## src/rtl/reg_nbits_universal.sv

```systemverilog
// rtl/reg_nbits_universal.sv - N-bit universal register with multi-cycle shift sequencer
module reg_nbits_universal #(
  parameter int N  = 8,
  parameter int CW = $clog2(N) + 1
) (
  input  logic          reloj,
  input  logic          reset,
  input  logic [2:0]    modo,
  input  logic [N-1:0]  In,
  input  logic          serial_izq,
  input  logic          serial_der,
  input  logic          inicio,
  input  logic [CW-1:0] cuenta,
  output logic [N-1:0]  An,
  output logic          s_msb,
  output logic          s_lsb,
  output logic          cero,
  output logic          ocupado,
  output logic          listo
);

  // Operation encodings on 'modo'
  localparam logic [2:0] M_HOLD = 3'b000;
  localparam logic [2:0] M_LOAD = 3'b001;
  localparam logic [2:0] M_SHL  = 3'b010;
  localparam logic [2:0] M_SHR  = 3'b011;
  localparam logic [2:0] M_ROL  = 3'b100;
  localparam logic [2:0] M_ROR  = 3'b101;
  localparam logic [2:0] M_ASR  = 3'b110;
  localparam logic [2:0] M_CLR  = 3'b111;

  // Largest useful count: a rotate by N is a full cycle, a shift by N empties the register
  localparam logic [CW-1:0] COUNT_MAX = CW'(N);
  localparam logic [CW-1:0] COUNT_ONE = CW'(1);

  typedef enum logic {
    ST_IDLE,
    ST_SHIFT
  } state_t;

  state_t        state_q;
  logic [N-1:0]  an_q;
  logic [2:0]    mode_q;
  logic [CW-1:0] rem_q;
  logic          ocupado_q;
  logic          listo_q;

  logic [2:0]    op_sel_d;
  logic [N-1:0]  an_next_d;
  logic [CW-1:0] count_d;
  logic          start_shift_d;

  // Single-step result of one operation applied to the current register value
  function automatic logic [N-1:0] apply_op(
    input logic [2:0]   op,
    input logic [N-1:0] cur,
    input logic [N-1:0] din,
    input logic         sl,
    input logic         sr
  );
    logic [N-1:0] r;
    r = cur;
    case (op)
      M_HOLD: r = cur;
      M_LOAD: r = din;
      M_SHL:  r = {cur[N-2:0], sr};
      M_SHR:  r = {sl, cur[N-1:1]};
      M_ROL:  r = {cur[N-2:0], cur[N-1]};
      M_ROR:  r = {cur[0], cur[N-1:1]};
      M_ASR:  r = {cur[N-1], cur[N-1:1]};
      M_CLR:  r = '0;
      default: r = cur;
    endcase
    return r;
  endfunction

  // Only the five shift/rotate modes can be run as a multi-cycle sequence
  function automatic logic is_shift_mode(input logic [2:0] op);
    return (op != M_HOLD) && (op != M_LOAD) && (op != M_CLR);
  endfunction

  // Pick the operation for this edge (latched mode while shifting) and clamp the count
  always_comb begin
    op_sel_d      = (state_q == ST_SHIFT) ? mode_q : modo;
    an_next_d     = apply_op(op_sel_d, an_q, In, serial_izq, serial_der);
    count_d       = (cuenta > COUNT_MAX) ? COUNT_MAX : cuenta;
    start_shift_d = inicio && is_shift_mode(modo);
  end

  // Register, shift sequencer and handshake outputs
  always_ff @(posedge reloj or posedge reset) begin
    if (reset) begin
      state_q   <= ST_IDLE;
      an_q      <= '0;
      mode_q    <= M_HOLD;
      rem_q     <= '0;
      ocupado_q <= 1'b0;
      listo_q   <= 1'b0;
    end else begin
      listo_q <= 1'b0;
      case (state_q)
        ST_IDLE: begin
          if (start_shift_d) begin
            if (cuenta == '0) begin
              // Zero-length sequence completes immediately without touching An
              listo_q <= 1'b1;
            end else begin
              mode_q    <= modo;
              rem_q     <= count_d;
              ocupado_q <= 1'b1;
              state_q   <= ST_SHIFT;
            end
          end else begin
            an_q <= an_next_d;
          end
        end
        ST_SHIFT: begin
          if (modo == M_CLR) begin
            // Abort: clear wins over the pending step and no completion is reported
            an_q      <= '0;
            rem_q     <= '0;
            ocupado_q <= 1'b0;
            state_q   <= ST_IDLE;
          end else begin
            an_q  <= an_next_d;
            rem_q <= rem_q - COUNT_ONE;
            if (rem_q == COUNT_ONE) begin
              ocupado_q <= 1'b0;
              listo_q   <= 1'b1;
              state_q   <= ST_IDLE;
            end
          end
        end
        default: begin
          state_q   <= ST_IDLE;
          ocupado_q <= 1'b0;
        end
      endcase
    end
  end

  assign An      = an_q;
  assign s_msb   = an_q[N-1];
  assign s_lsb   = an_q[0];
  assign cero    = (an_q == '0);
  assign ocupado = ocupado_q;
  assign listo   = listo_q;

endmodule

```

## config.mk

```make
export PLATFORM = sky130hd
export DESIGN_NAME = reg_nbits_universal
export DESIGN_NICKNAME = d
export VERILOG_FILES = /design/src/rtl/reg_nbits_universal.sv
export SDC_FILE = /design/constraint.sdc
export NUM_CORES = 1
export LEC_CHECK = 0
export ABC_AREA = 0
export BUFFER_PORTS_ARGS = -buffer_cell sky130_fd_sc_hd__buf_2
export CORE_UTILIZATION = 30
export CTS_CLUSTER_DIAMETER = 30
export DETAILED_ROUTE_END_ITERATION = 6
export GPL_ROUTABILITY_DRIVEN = 0
export PLACE_DENSITY_LB_ADDON = 0.3
export SLEW_MARGIN = 20
export SYNTH_ARGS = -nofsm -noshare
export SYNTH_HDL_FRONTEND = slang
export SYNTH_SLANG_ARGS = --single-unit
export TNS_END_PERCENT = 50
```

## constraint.sdc

```tcl
create_clock -name reloj -period 2.45 [get_ports reloj]
set_input_delay 0.1225 -clock reloj [delete_from_list [all_inputs] [get_ports reloj]]
set_output_delay 0.1225 -clock reloj [all_outputs]
set_load 0.02 [all_outputs]
```

; ---- Word level (Yosys, flattened, before mapping)
; Index checks and enable logic that the tools add are counted.
[op_classes]
n_addsub = 1
magnitude_cmp = 1
eq_ne = 15
muxes = 25
n_bitwise = 2
n_reduce_logical = 10
[op_table]
columns = op, n
row1 = 8-bit one-hot mux with 8 select lines, 1
row2 = 4-bit 2-to-1 mux, 4
row3 = 8-bit 2-to-1 mux, 2
row4 = 8-bit one-hot mux with 2 select lines, 1
row5 = 3-bit equality test (second input constant), 5
row6 = 1-bit 2-to-1 mux, 12
row7 = 8-bit zero test, 1
row8 = 4-bit one-hot mux with 2 select lines, 1
row9 = 3-bit by 2-bit equality test with 1-bit output (second input constant), 2
row10 = 2-bit inequality test (second input constant), 3
row11 = 3-bit by 1-bit inequality test with 1-bit output (second input constant), 2
row12 = 1-bit one-hot mux with 2 select lines, 3
row13 = 3-bit AND reduction, 2
row14 = 4-bit by 1-bit equality test with 1-bit output (second input constant), 1
row15 = 4-bit greater-than comparator (second input constant), 1
row16 = 4-bit zero test, 1
row17 = 4-bit by 1-bit subtractor with 4-bit output (second input constant), 1
row18 = 3-bit by 1-bit equality test with 1-bit output (second input constant), 1
row19 = 1-bit logical AND, 3
row20 = 3-bit zero test, 1
row21 = 3-bit 2-to-1 mux, 1
row22 = 3-bit inequality test (second input constant), 1
row23 = 3-bit nonzero test, 1
row24 = 1-bit NOT, 2
row25 = 2-bit AND reduction, 1
[word_totals]
ff_bits = 18
in_bits = 20
output_inout_bits = 13

; ---- Longest topological paths before layout
; Gate-level depths: netlist (run 1).
[logic_depth]
ltp_word = 6
depth_mapped = 7

; ---- Worst setup path before layout (run 1)
; OpenSTA, ideal clock, no wires.
[synth_timing]
path_type = reg-to-reg
from = reg state_q
to = reg an_q[4], in the netlist An[4]
t_arrival_ps = 1562
required_ps = 2329
slack_ps = 767
stages_incl_launch_ff = 8
n_path_buf = 2
path_cell_list = dfrtp_1 buf_6 buf_6 mux2_4 nand2_1 a21oi_1 a221o_1 a22o_1
[synth_via]
elab_chain_cells = 5
word_cells_on_any_way = 15
classes_between = 8 x eq/ne / 5 x mux / 1 x bitwise / 1 x reduce/logical
[synth_rtl]
columns = element, line
row1 = "start, declared", 41  ; state_t state_q;
row2 = "start signal, assigned", 93  ; state_q <= ST_IDLE;
row3 = "start signal, assigned", 111  ; state_q <= ST_SHIFT;
row4 = "start signal, assigned", 123  ; state_q <= ST_IDLE;
row5 = 3-bit 2-to-1 mux, 84  ; op_sel_d = (state_q == ST_SHIFT) ? mode_q : modo;
row6 = "3-bit equality test, or another cell as far along", 63  ; case (op)
row7 = 8-bit one-hot mux with 8 select lines, 63
row8 = "8-bit 2-to-1 mux, on equally long branches", "118, 103"
row9 = 8-bit one-hot mux with 2 select lines, 101  ; case (state_q)
row10 = "end signal, assigned", 114  ; an_q <= an_next_d;
row11 = "end signal, assigned", 125  ; an_q <= an_next_d;
row12 = "end, declared", 42  ; logic [N-1:0] an_q;
; Several ways; a longest one is shown, not always the timed one. The select of a mux whose other input is x is not followed.
; A chain may end at the register's enable or synchronous reset.

; ---- Worst setup path in the final report (run 1)
; Same ends and word-level chain as after synthesis.

==> qor.yml, run 1 <==
cp-end-kind: "flip-flop"
route.final.wire_length_mm: 3.05
worst-path-max-fanout: 15
comb_power_share: 0.573
detail-route-antenna-nets: 0
fin_nets: 185
synth_top_flop_cell: "sky130_fd_sc_hd__dfrtp_1"
drc: 0
p_leak_nw: 0.680
cts-buffers-inserted: 3
most_common_cell_after_layout_fill_and_taps_aside: "sky130_fd_sc_hd__buf_2"
critical_path.top_delay_family: "flip-flops"
finalClockSkew_ns: 0.0123
final_cell_area_um2: 1490
synth_sequential_area_ratio: 0.360
netlist_area_um2: 1250
cts_tree: "built"
core_area_um2: 4000
worstMarginPinSlew_ns: 0.710
critical-path-max-stage-delay_ns: 0.78
dp.final_hpwl_mm: 2.27
grt_pass1_wl_mm: 5.16
initial_detailed_routing_violation_count: 99
cts_clock_pin_slew_for_the_worst_setup_and_hold_paths_ns: 0.08
area_of_the_die_um2: 4430
cts_root_buf: "sky130_fd_sc_hd__clkbuf_8"
timing.critical_path.slowest_stage_cell: "sky130_fd_sc_hd__dfrtp_1"
grt_overflow_total: 0
rsz0062_at_grt: "false"
outcome: "finished, final reports clean"
dieHeight_um: 66.6
placed_cell_area_um2: 1440
post_synth_num_cell_types: 36
setup.reg_to_reg.worst_slack_ns: 0.29
min_path_type: "input pin to flip-flop"
initial_utilization: 0.312
dieWidth_um: 66.6
cts_resized: 0
final-hold-violation-count: 0
average_cell_area_after_synthesis_um2: 9.77
internal_power_mw: 1.03
mappedNetlistNets: 150
netSwitchingPower_mw: 0.873
areaGrowthSynthToFinish_pct: 19.5
cts_sinks: 18
cp.arrival_ns: 2.32
peakVddDrop_uv: 425
synth_seq_cells: 18
timing.critical_path.required_ns: 2.61
synth_enable_flop_cells: 0
min_period_over_period: 0.881
setup.worst_path.start_class: "flip-flop"
clock_path_buffers: 2
finalCriticalPeriod_ns: 2.16
timing.setup.critical_path_class: "flip-flop to flip-flop"
switching_fraction: 0.459
clock_tree.htree_level_count: 1
routed-via-count: 1145
grt_antenna_before_repair: 0
final-max-slew-violation-count: 0
drtPass1Iterations: 5
clkPwrFrac: 0.115
maximum_number_of_pins_on_one_net_before_global_route_repair: 19
commonest_cells_after_routing_fill_and_taps_aside: "sky130_fd_sc_hd__buf_2, sky130_fd_sc_hd__dfrtp_1, sky130_fd_sc_hd__nand2_1"
grt_util_all_layers: 0.153
syn-instance-count: 128
ys.warnings.count: 0
port_buffers: 32
setup_viol: 0
ys_async_sr_fraction: 1.00
worstSkewPairLatency_ns: 0.26
timing.setup.tns_ns: 0
std_cell_rows: 23
timing.fmax_ghz: 0.463
post_drt_via_cell_ratio: 5.43
worstPathCellList: "mux2i_4, xnor2_4, a21oi_1, a221o_1, a22o_1"
critical_path.n_buffers_inverters: 0
seqPwrFrac: 0.313
boundaryPins: 33
worst_rel_slew_slack: 0.526
n_antenna_cell: 0
power.density_nw_per_um2: 1270
number_of_global_route_vias_before_repair: 1086
postCtsSetupBuffers: 0
design_power_total_mw: 1.90
drt-wirelength-per-cell_um: 14.5
final_layout_size_suffix_gt1_frac: 0.304
hold-worst-slack_ns: 0.160
cap_viol_max_count: 0
[sequential cells by signal (all words and copies together) (netlist names)]
| signal | cells |
|---|---|
| state_q | 1 |
| rem_q | 4 |
| An | 8 |
| ocupado | 1 |
| mode_q | 3 |
| listo | 1 |
[power groups by stage]
| stage | combinational (mW) | sequential, mW | clock [mW] |
|---|---|---|---|
| final | 1.09 | 0.594 | 0.218 |
| after global placement | 1.06 | 0.589 | 0 |
| after floorplan | 0.879 | 0.582 | 0 |
| after global routing | 1.20 | 0.616 | 0.244 |
| after CTS | 1.09 | 0.593 | 0.229 |
| after detailed placement | 1.09 | 0.598 | 0 |
[per-layer routing]
metal | vias up | track usage | routed length, um
li1 | 554 | - | -
met1 | 559 | 0.201 | 1440
met2 | 29 | 0.254 | 1470
met3 | 3 | 0.0325 | 131
met4 | 0 | 0.0319 | 13
met5 | - | 0 | 0
[repair_timing]
action | CTS | global route
endpoints found under the hold margin | 9 | 0
hold buffers | 1 | 0
endpoints found under the setup margin | 0 | 0
[worst reg2reg max path, stage by stage (launching register included)]
cell                      delay (ns)
sky130_fd_sc_hd__dfrtp_1        0.78
sky130_fd_sc_hd__mux2i_4        0.51
sky130_fd_sc_hd__xnor2_4        0.21
sky130_fd_sc_hd__a21oi_1        0.07
sky130_fd_sc_hd__a221o_1        0.27
sky130_fd_sc_hd__a22o_1         0.22
[path summary, 6_finish.rpt]
kind                       depth (start not counted)                start              endpoint
setup / recovery                                   5    state_q$_DFF_PP0_     An[4]$_DFFE_PP0P_
hold / removal                                     3            cuenta[1]  rem_q[1]$_DFFE_PP0P_
setup reg to reg                                   5    state_q$_DFF_PP0_     An[4]$_DFFE_PP0P_
hold reg to reg                                    2  ocupado$_DFFE_PP0P_   ocupado$_DFFE_PP0P_
max in group asynchronous                          3                reset   ocupado$_DFFE_PP0P_
min in group asynchronous                          3                reset     An[5]$_DFFE_PP0P_
[stage by stage]
| step | util | cells | worst slack, ns |
|---|---|---|---|
| detailed placement | 0.361 | 207 | 0.286 |
| CTS | 0.373 | 211 | 0.283 |
| global route | 0.373 | 211 | 0.160 |
| floorplan | - | 128 | 0.767 |
| global placement | 0.361 | 207 | 0.351 |
| finish | 0.373 | 211 | 0.292 |
[layout make-up]
cell class | count | area [um2]
repair buffers | 34 | 178
well taps | 50 | 62.6
fillers | 401 | 2510
flip-flops and latches | 18 | 450
inverters | 4 | 15.0
multi-input cells | 102 | 747
clock buffers | 3 | 41.3
[synthesized netlist by cell type, drive strengths merged (2+ instances only)]
master | n | area, um2
dfrtp | 18 | 450
nand2 | 18 | 67.6
a21oi | 11 | 55.1
o21ai | 9 | 45.0
a22o | 7 | 61.3
nor2 | 7 | 26.3
a221o | 6 | 60.1
mux2 | 6 | 71.3
mux2i | 5 | 87.6
nand3 | 5 | 25.0
buf | 4 | 37.5
inv | 4 | 15.0
nor3 | 3 | 25.0
or4 | 3 | 26.3
a211oi | 2 | 15.0
a31oi | 2 | 12.5
ha | 2 | 25.0
nor2b | 2 | 12.5
nor3b | 2 | 15.0
[logic make-up (layout without fill, tap and decap cells)]
| family | after synthesis | count (layout) | share of synthesized area |
|---|---|---|---|
| buf+inv | 8 | 41 | 0.0420 |
| flops | 18 | 18 | 0.360 |
| fa+ha+maj | 2 | 2 | 0.0200 |
| xor+xnor | 1 | 1 | 0.0220 |
| compound gates | 45 | 45 | 0.255 |
| mux | 11 | 11 | 0.127 |
| simple gates | 43 | 43 | 0.173 |
Power figures use the tool's default switching activity.
==> inputs of run 2 (changes only) <==
--- a/config.mk
+++ b/config.mk
@@ -7,6 +7,7 @@
 export LEC_CHECK = 0
 export ABC_AREA = 0
 export BUFFER_PORTS_ARGS = -buffer_cell sky130_fd_sc_hd__buf_2
+export CORE_MARGIN = 8
 export CORE_UTILIZATION = 30
 export CTS_CLUSTER_DIAMETER = 30
 export DETAILED_ROUTE_END_ITERATION = 6
==> run 2 against run 1 <==
  * The flow now finishes with violations (hold timing)
  * Power is 2.0% higher
  * Non-clock buffer count shrank 1
  * Flip-flop and latch count unchanged
  * First-iteration DRC count is 8.1% lower
  * Worst hold slack worse by 0.18 ns
  * Register-to-register slack is essentially flat
  * Critical path type unchanged
  * Highest routed layer unchanged
==> qor.yml, run 2 (synthesis results as in run 1) <==
most_common_cell_after_layout_fill_and_taps_aside: "sky130_fd_sc_hd__buf_2"  # unchanged
peakVddDrop_uv: 545  # was 425 uV
number_of_global_route_vias_before_repair: 1177  # was 1086
commonest_cells_after_routing_fill_and_taps_aside: "sky130_fd_sc_hd__buf_2, sky130_fd_sc_hd__dfrtp_1, sky130_fd_sc_hd__nand2_1"  # unchanged
timing.setup.tns_ns: 0  # unchanged
grt_overflow_total: 0  # unchanged
worstPathCellList: "mux2i_4, xnor2_4, a21oi_1, a221o_1, a22o_1"  # unchanged
p_leak_nw: 0.683  # was 0.680 nW
cts-buffers-inserted: 3  # unchanged
route.final.wire_length_mm: 3.27  # was 3.05 mm
clock_path_buffers: 2  # unchanged
min_period_over_period: 0.886  # was 0.881
initial_utilization: 0.312  # unchanged
power.density_nw_per_um2: 1290  # was 1270 nW/um2
finalCriticalPeriod_ns: 2.17  # was 2.16 ns
boundaryPins: 33  # unchanged
cts_hold_repair.buffers: 0  # was 1
rsz0062_at_grt: "false"  # unchanged
placement.setup.worst_slack_ns: 0.285  # was 0.286 ns
multi_input_area_um2: 747  # unchanged
cp-end-kind: "flip-flop"  # unchanged
final-max-slew-violation-count: 0  # unchanged
fin_nets: 184  # was 185
cts_sinks: 18  # unchanged
std_cell_rows: 23  # unchanged
final-hold-violation-count: 18  # was 0
grt_util_all_layers: 0.109  # was 0.153
areaGrowthSynthToFinish_pct: 19.8  # was 19.5%
timing.critical_path.required_ns: 2.61  # about the same
dieHeight_um: 80.6  # was 66.6 um
timing.critical_path.slowest_stage_cell: "sky130_fd_sc_hd__dfrtp_1"  # unchanged
drt-wirelength-per-cell_um: 15.5  # was 14.5 um
critical_path.top_delay_family: "flip-flops"  # unchanged
n_antenna_cell: 0  # unchanged
drtPass1Iterations: 4  # was 5
area_of_the_die_um2: 6490  # was 4430 um2
outcome: "finished with violations"  # was finished, final reports clean
grt_antenna_before_repair: 0  # unchanged
timing.fmax_ghz: 0.461  # was 0.463 GHz
flip_flop_count_of_the_largest_register_all_copies_and_words_added: 8  # unchanged
cap_viol_max_count: 0  # unchanged
initial_detailed_routing_violation_count: 91  # was 99
slack_of_the_critical_path_ns: 0.279  # was 0.292 ns
n_fill_cell: 420  # was 401
dp.final_hpwl_mm: 2.49  # was 2.27 mm
maximum_number_of_pins_on_one_net_before_global_route_repair: 19  # unchanged
timing.setup.critical_path_class: "flip-flop to flip-flop"  # unchanged
grt_pass1_wl_mm: 5.66  # was 5.16 mm
post_drt_via_cell_ratio: 5.41  # was 5.43
finalClockSkew_ns: 0.00559  # was 0.0123 ns
cts_tree: "built"  # unchanged
cts_clock_pin_slew_for_the_worst_setup_and_hold_paths_ns: 0.08  # about the same
critical-path-max-stage-delay_ns: 0.79  # was 0.78 ns
hold-worst-slack_ns: -0.0207  # was 0.160 ns
port_buffers: 32  # unchanged
cp.arrival_ns: 2.33  # was 2.32 ns
setup.reg_to_reg.worst_slack_ns: 0.28  # was 0.29 ns
drc: 0  # unchanged
final_layout_size_suffix_gt1_frac: 0.311  # was 0.304
worst-path-max-fanout: 15  # unchanged
detail-route-antenna-nets: 0  # unchanged
routed-via-count: 1142  # was 1145
min_path_type: "input pin to asynchronous set/reset pin"  # was input pin to flip-flop
critical_path.n_buffers_inverters: 0  # unchanged
cts_root_buf: "sky130_fd_sc_hd__clkbuf_8"  # unchanged
worst_rel_slew_slack: 0.503  # was 0.526
worstSkewPairLatency_ns: 0.26  # about the same
dieWidth_um: 80.6  # was 66.6 um
cts_resized: 0  # unchanged
clock_tree.htree_level_count: 1  # unchanged
failing_checks: "hold timing"
core_area_um2: 4000  # unchanged
setup.worst_path.start_class: "flip-flop"  # unchanged
postCtsSetupBuffers: 0  # unchanged
seq_area_um2: 450  # unchanged
setup_viol: 0  # unchanged
worstMarginPinSlew_ns: 0.745  # was 0.710 ns
## run 2: final timing paths
path / start / to / cells past startpoint
worst max-delay path: state_q$_DFF_PP0_ / An[4]$_DFFE_PP0P_ / 5
worst min-delay path: reset / ocupado$_DFFE_PP0P_ / 2
worst max register to register: state_q$_DFF_PP0_ / An[4]$_DFFE_PP0P_ / 5
min in group reloj: cuenta[1] / rem_q[1]$_DFFE_PP0P_ / 3
worst min register to register: ocupado$_DFFE_PP0P_ / ocupado$_DFFE_PP0P_ / 2
max in group asynchronous: reset / listo$_DFF_PP0_ / 2
## run 2: area by class of cell
type,count,share of cell area
sequential,18,0.301
timing repair buffer,33,0.112
tap,50,0.0418
clock buffer,4,0.0368
multi-input combinational,102,0.499
inverter,4,0.0100
## run 2: metrics by stage
| stage | power [mW] | utilization | cells | area, um2 | hold slack [ns] |
|---|---|---|---|---|---|
| after floorplan | 1.46 | - | 128 | 1250 | 0.0611 |
| after global placement | 1.67 | 0.361 | 207 | 1440 | 0.279 |
| after detailed placement | 1.70 | 0.361 | 207 | 1440 | 0.293 |
| after CTS | 1.96 | 0.374 | 211 | 1500 | 0.00533 |
| after global routing | 2.13 | 0.374 | 211 | 1500 | 0.0277 |
| final | 1.94 | 0.374 | 211 | 1500 | -0.0207 |
## run 2: layer usage
metal	track usage	routed length, um	vias to the layer above
met1	0.127	1440	560
met5	0	0	-
met3	0.0335	188	2
met4	0.0218	22	0
li1	-	-	554
met2	0.190	1620	26
## run 2: where the power goes
part           switching [mW]  leakage [nW]  internal [mW]  total (mW)
Clock                   0.111        0.0288          0.143       0.254
Combinational           0.592         0.426          0.502        1.09
Sequential              0.175         0.228          0.416       0.591
Total                   0.878         0.683           1.06        1.94
